$ cat src/rtl/v2f_divmod_seq_if.sv
// v2f_divmod_seq_if: operand/result handshake bundle for the sequential divide/modulo unit.
interface v2f_divmod_seq_if #(parameter int WIDTH = 32);
   logic             in_valid;
   logic             in_ready;
   logic [WIDTH-1:0] a;
   logic [WIDTH-1:0] b;
   logic             out_valid;
   logic             out_ready;
   logic [31:0]      quo;
   logic [31:0]      rem;
   logic             dbz;
   modport master (output in_valid, a, b, out_ready, input in_ready, out_valid, quo, rem, dbz);
   modport slave  (input in_valid, a, b, out_ready, output in_ready, out_valid, quo, rem, dbz);
endinterface

$ cat src/rtl/v2f_divmod_seq.sv
// v2f_divmod_seq: restoring divider giving truncating quotient and dividend-signed remainder, x/0 = 0.
module v2f_divmod_seq #(
   parameter int WIDTH  = 32,
   parameter bit SIGNED = 1'b1
) (
   input logic             clk,
   input logic             rst_n,
   v2f_divmod_seq_if.slave io
);
   localparam int CW = $clog2(WIDTH);
   typedef enum logic [2:0] {IDLE, PREP, ITER, FIX, DONE} state_t;
   state_t           st_q, st_d;
   logic [WIDTH-1:0] a_q, a_d, b_q, b_d, n_q, n_d, r_q, r_d, qn, rn;
   logic [WIDTH:0]   d_q, d_d, bx, t;
   logic [CW-1:0]    c_q, c_d;
   logic             sa_q, sa_d, sb_q, sb_d, dbz_q, dbz_d, ge;
   logic [31:0]      quo_q, quo_d, rem_q, rem_d;
   always_ff @(posedge clk or negedge rst_n) begin
      if (!rst_n) begin
         st_q  <= IDLE;
         a_q   <= '0;
         b_q   <= '0;
         n_q   <= '0;
         r_q   <= '0;
         d_q   <= '0;
         c_q   <= '0;
         sa_q  <= 1'b0;
         sb_q  <= 1'b0;
         dbz_q <= 1'b0;
         quo_q <= '0;
         rem_q <= '0;
      end else begin
         st_q  <= st_d;
         a_q   <= a_d;
         b_q   <= b_d;
         n_q   <= n_d;
         r_q   <= r_d;
         d_q   <= d_d;
         c_q   <= c_d;
         sa_q  <= sa_d;
         sb_q  <= sb_d;
         dbz_q <= dbz_d;
         quo_q <= quo_d;
         rem_q <= rem_d;
      end
   end
   // n_q holds the dividend magnitude and collects quotient bits as it shifts out
   always_comb begin
      st_d  = st_q;
      a_d   = a_q;
      b_d   = b_q;
      n_d   = n_q;
      r_d   = r_q;
      d_d   = d_q;
      c_d   = c_q;
      sa_d  = sa_q;
      sb_d  = sb_q;
      dbz_d = dbz_q;
      quo_d = quo_q;
      rem_d = rem_q;
      bx    = {sb_q & b_q[WIDTH-1], b_q};
      t     = {r_q, n_q[WIDTH-1]};
      ge    = t >= d_q;
      qn    = (sa_q ^ sb_q) ? -n_q : n_q;
      rn    = sa_q ? -r_q : r_q;
      case (st_q)
         IDLE: if (io.in_valid) begin
            a_d  = io.a;
            b_d  = io.b;
            sa_d = SIGNED & io.a[WIDTH-1];
            sb_d = SIGNED & io.b[WIDTH-1];
            st_d = PREP;
         end
         PREP: begin
            n_d  = (b_q == '0) ? '0 : (sa_q ? -a_q : a_q);
            d_d  = sb_q ? -bx : bx;
            r_d  = '0;
            c_d  = CW'(WIDTH - 1);
            st_d = (b_q == '0) ? FIX : ITER;
         end
         ITER: begin
            r_d  = ge ? WIDTH'(t - d_q) : t[WIDTH-1:0];
            n_d  = {n_q[WIDTH-2:0], ge};
            c_d  = c_q - 1'b1;
            st_d = (c_q == '0) ? FIX : ITER;
         end
         FIX: begin
            quo_d = SIGNED ? 32'(signed'(qn)) : 32'(qn);
            rem_d = SIGNED ? 32'(signed'(rn)) : 32'(rn);
            dbz_d = b_q == '0;
            st_d  = DONE;
         end
         DONE: st_d = io.out_ready ? IDLE : DONE;
         default: st_d = IDLE;
      endcase
   end
   assign io.in_ready  = st_q == IDLE;
   assign io.out_valid = st_q == DONE;
   assign io.quo       = quo_q;
   assign io.rem       = rem_q;
   assign io.dbz       = dbz_q;
endmodule

$ cat src/flat_wrapper.sv
// flat-port wrapper written by rule: the top's interface ports become plain ports
module v2f_divmod_seq_flat 
#(
   parameter int WIDTH  = 32,
   parameter bit SIGNED = 1'b1
)
  (clk, rst_n, io_in_valid, io_a, io_b, io_out_ready, io_in_ready, io_out_valid, io_quo, io_rem, io_dbz);
  v2f_divmod_seq_if #(.WIDTH(WIDTH)) io_i ();
  input logic clk;
  input logic rst_n;
  input wire logic [$bits(io_i.in_valid)-1:0] io_in_valid;
  input wire logic [$bits(io_i.a)-1:0] io_a;
  input wire logic [$bits(io_i.b)-1:0] io_b;
  input wire logic [$bits(io_i.out_ready)-1:0] io_out_ready;
  output wire logic [$bits(io_i.in_ready)-1:0] io_in_ready;
  output wire logic [$bits(io_i.out_valid)-1:0] io_out_valid;
  output wire logic [$bits(io_i.quo)-1:0] io_quo;
  output wire logic [$bits(io_i.rem)-1:0] io_rem;
  output wire logic [$bits(io_i.dbz)-1:0] io_dbz;
  assign io_i.in_valid = io_in_valid;
  assign io_i.a = io_a;
  assign io_i.b = io_b;
  assign io_i.out_ready = io_out_ready;
  assign io_in_ready = io_i.in_ready;
  assign io_out_valid = io_i.out_valid;
  assign io_quo = io_i.quo;
  assign io_rem = io_i.rem;
  assign io_dbz = io_i.dbz;
  v2f_divmod_seq #(.WIDTH(WIDTH), .SIGNED(SIGNED)) u_core (.clk(clk), .rst_n(rst_n), .io(io_i));
endmodule
$ cat config.mk
export PLATFORM = sky130hd
export DESIGN_NAME = v2f_divmod_seq_flat
export DESIGN_NICKNAME = d
export VERILOG_FILES = /design/src/rtl/v2f_divmod_seq_if.sv /design/src/rtl/v2f_divmod_seq.sv /design/src/flat_wrapper.sv
export SDC_FILE = /design/constraint.sdc
export NUM_CORES = 1
export LEC_CHECK = 0
export ABC_AREA = 0
export ABC_CLOCK_PERIOD_IN_PS = 3300
export CAP_MARGIN = 20
export CORE_ASPECT_RATIO = 0.75
export CORE_UTILIZATION = 45
export CTS_CLUSTER_SIZE = 20
export DETAILED_ROUTE_END_ITERATION = 8
export DONT_BUFFER_PORTS = 1
export GPL_TIMING_DRIVEN = 0
export PLACE_DENSITY = 0.59
export RECOVER_POWER = 25
export SYNTH_ARGS = -nofsm -noshare
export SYNTH_HDL_FRONTEND = slang
export SYNTH_SLANG_ARGS = --single-unit
export TNS_END_PERCENT = 5
$ cat constraint.sdc
create_clock -name clk -period 3.3 [get_ports clk]
set_input_delay 0.495 -clock clk [delete_from_list [all_inputs] [get_ports clk]]
set_output_delay 0.495 -clock clk [all_outputs]
set_load 0.02 [all_outputs]
==> impl_metrics.tcl <==
set metrics [dict create \
    final_nets 1538 \
    port_buffers 0 \
    ios 135 \
    worst_slew_pin_slew_ps 1180 \
    timing.rr.end "u_core.io.rem[26]$_DFFE_PN0P_" \
    multiInputGateArea_um2 6970 \
    final_cell_area_um2 14800 \
    fin_crit_sh_pct 106 \
    ant_nets 0 \
    dieArea_um2 29700 \
    final_max_slew_viol_count 0 \
    wl_per_cell_um 20.0 \
    wl_um 36800 \
    antenna_found_initial 1 \
    drive_gt1_share_pct 12.7 \
    yosysWarnings 0 \
    synthesis.nets 1493 \
    synth_area_um2 13100 \
    fp.dieW_um 199 \
    whs_ps -327 \
    cts.sink_count 234 \
    cts_tree "yes" \
    power_leakage_nw 6.36 \
    fin_ws_ps -193 \
    cts_buffers 25 \
    p_clk_share_pct 16.8 \
    rsz0062_at_grt "yes" \
    slew_headroom_pct 21.3 \
    die_h_um 150 \
    ys_ff_latch 234 \
    switching_share_pct 45.1 \
    irDropWorstVdd_uv 549 \
    grt_max_degree 235 \
    violations "hold timing, setup timing" \
    clock.fmax_mhz 286 \
    cp-end-kind "register" \
    synth_area_per_cell_um2 9.43 \
    post-place-ws_ps -559 \
    cts_buffer_depth 3 \
    initial_utilization_pct 46.2 \
    crit_path_max_fanout 7 \
    dpl_cell_area_um2 13600 \
    min_path_type "in -> async" \
    gp_congestion 0.881 \
    yosysSeqAreaShare_pct 44.8 \
    area_growth_pct 13.4 \
    p_switching_mw 7.62 \
    rows 53 \
    synth_ff_type "dfrtp_1" \
    cp-start-kind "register" \
    worst-r2r-setup-slack_ps -190 \
    synth.distinct_cells 63 \
    synthCells 1385 \
    setup_viol 11 \
    synth_edf_count 0 \
    required_ps 3690 \
    htreeDepth 1 \
    grtUsageTotal_pct 25.1 \
    ff_latch_area_um2 5860 \
    root_buffer "clkbuf_16" \
    cts.clk_slew.worst_paths_ps 60 \
    drc_errors 0 \
    grt_pass1_wl_um 58000 \
    cp.arrival_ps 3880 \
    status "finished with violations" \
    r2r_cells 11 \
    r2r_start "u_core.r_q[3]$_DFFE_PN0P_" \
    finalHoldViolCount 234 \
    grt_overflow 0 \
    clk_latency_ps 530 \
    drt_iter0_markers 821 \
    async_flop_share_pct 100 \
    finalCriticalPeriod_ps 3490 \
    internal_power_mw 9.26 \
    design.core.area_um2 28200 \
    vias_per_cell 5.70 \
    crit_type "reg -> reg" \
    num_vias 10500 \
    fillCellCount 2717 \
    grt_pass1_vias 10200 \
    dr.pass1.iters 5 \
    max_cap_viol_count 0 \
    pwr-share-comb_pct 49.5 \
    dp_hpwl_um 26800 \
    fin_skew_ps 16.6 \
    p_seq_share_pct 33.7 \
    p_per_area_nw_per_um2 1140 \
]
[through the flow]
| stage | cells | hold WS [ps] | TNS [ps] | util (%) | power, mW |
|---|---|---|---|---|---|
| final | 1834 | -327 | -1040 | 52.4 | 16.9 |
| after global routing | 1833 | -348 | -4110 | 52.4 | 18.1 |
| after CTS | 1828 | -346 | -1070 | 51.8 | 16.6 |
| after detailed placement | 1771 | 213 | -28970 | 48.0 | 13.2 |
| after global placement | 1770 | 212 | -27780 | 48.0 | 13.1 |
| after floorplan | 1385 | 199 | 0 | - | 11.0 |
[power groups by stage]
stage | clock [mW] | combinational, mW | sequential [mW]
floorplan | 0 | 5.71 | 5.33
global placement | 0 | 7.37 | 5.69
detailed placement | 0 | 7.49 | 5.72
CTS | 2.88 | 8.01 | 5.67
global route | 2.98 | 9.24 | 5.87
finish | 2.83 | 8.36 | 5.68
[cell usage in the layout (no fill, tap or decap), types with 5 or more instances in the layout]
cell,n
a21oi_1,41
ha_1,37
a22oi_1,33
nand3_1,9
nor2_1,52
a21o_1,7
o21ai_1,31
o21bai_1,6
mux2i_1,22
or3_4,5
clkbuf_16,25
nor3_1,20
o41ai_1,13
or4_4,6
o31ai_1,22
nand2_1,188
xnor2_1,48
inv_1,60
clkbuf_1,65
o21ai_0,182
nor4_1,7
and2_1,8
dfrtp_1,231
mux2_2,59
or4_1,12
nor2b_1,5
a31oi_1,7
or3_1,9
o211ai_1,5
xor2_1,95
nand4_1,6
nand2b_1,9
clkbuf_8,7
buf_4,19
[cell type report]
cell class                 count  share of cell area, %
inverter                      63                   1.60
sequential                   234                   39.6
antenna                        1                 0.0169
clock buffer                  39                   5.05
timing repair buffer          18                  0.895
clock inverter                 6                  0.465
multi-input combinational   1020                   47.0
buffer                        68                   2.11
tap                          385                   3.25
[cells in the mapped netlist (all sizes together) (8+ instances only)]
cell / n / area (um^2)
xnor2: 51 / 447
inv: 63 / 236
o21ai: 216 / 1080
a31oi: 11 / 68.8
clkbuf: 63 / 236
nor2: 52 / 195
nor3: 22 / 110
ha: 39 / 488
nand3: 9 / 45.0
a21oi: 43 / 215
or3: 14 / 92.6
mux2: 59 / 664
a22oi: 33 / 248
nand2: 190 / 716
or4: 18 / 146
dfrtp: 234 / 5860
o31ai: 24 / 194
and2: 8 / 50.1
nand2b: 11 / 68.8
mux2i: 22 / 220
nor4: 9 / 62.6
xor2: 96 / 841
o41ai: 16 / 166
[flip-flops by register name, indices dropped and copies added, names as in the netlist]
register / count
u_core.sa_q: 1
u_core.b_q: 31
u_core.st_q: 3
u_core.a_q: 31
u_core.d_q: 33
u_core.r_q: 32
u_core.io.rem: 32
u_core.io.quo: 32
u_core.io.dbz: 1
u_core.n_q: 32
u_core.c_q: 5
u_core.sb_q: 1
[cell families (layout without fill, tap and decap cells)]
group                    Yosys count  in the layout  synth area share [%]
AND/OR/NAND/NOR                  364            364                  13.0
AO/OA/AOI/OAI                    388            388                  17.8
adder cells (fa/ha/maj)           40             40                  3.89
XOR/XNOR                         147            147                  9.85
multiplexers                      81             81                  6.77
other                              0              1                     0
buffers and inverters            131            194                  3.79
flip-flops                       234            234                  44.8
[worst max-delay path by stage]
stage                                          start                       endpoint  slack (ps)  cells after the start
after floorplan            u_core.r_q[0]$_DFFE_PN0P_  u_core.io.rem[28]$_DFFE_PN0P_          80                     11
after global placement    u_core.r_q[23]$_DFFE_PN0P_     u_core.r_q[30]$_DFFE_PN0P_        -540                     10
after detailed placement  u_core.r_q[23]$_DFFE_PN0P_     u_core.r_q[30]$_DFFE_PN0P_        -560                     10
after CTS                  u_core.r_q[5]$_DFFE_PN0P_  u_core.io.rem[26]$_DFFE_PN0P_        -160                      9
after global routing       u_core.r_q[3]$_DFFE_PN0P_  u_core.io.rem[26]$_DFFE_PN0P_        -350                     11
final                      u_core.r_q[3]$_DFFE_PN0P_  u_core.io.rem[26]$_DFFE_PN0P_        -190                     11
[per-layer routing]
| metal | up-vias | global-route usage [%] | wire length (um) |
|---|---|---|---|
| met5 | - | 0 | 8 |
| met4 | 2 | 4.54 | 565 |
| met3 | 40 | 4.55 | 2460 |
| met2 | 254 | 36.1 | 15500 |
| met1 | 5171 | 39.0 | 18200 |
| li1 | 4984 | - | - |
[critical path: stages (launching register included)]
cell and delay, ps:
dfrtp_1 400, buf_8 140, nor4_4 300, buf_4 170, nand2b_4 50, or4_4 440
or3_4 360, or4_4 440, or4_4 490, o41ai_4 230, xor2_1 260, o21ai_1 80
[timing repair]
item                                   in CTS  in global routing
setup endpoints to repair                  75                 81
buffers inserted                           12                  4
resized for setup                          39                 64
endpoints found under the hold margin     234                234
pin swaps                                  12                 12
Note: power is estimated with default switching activity, not from simulation.
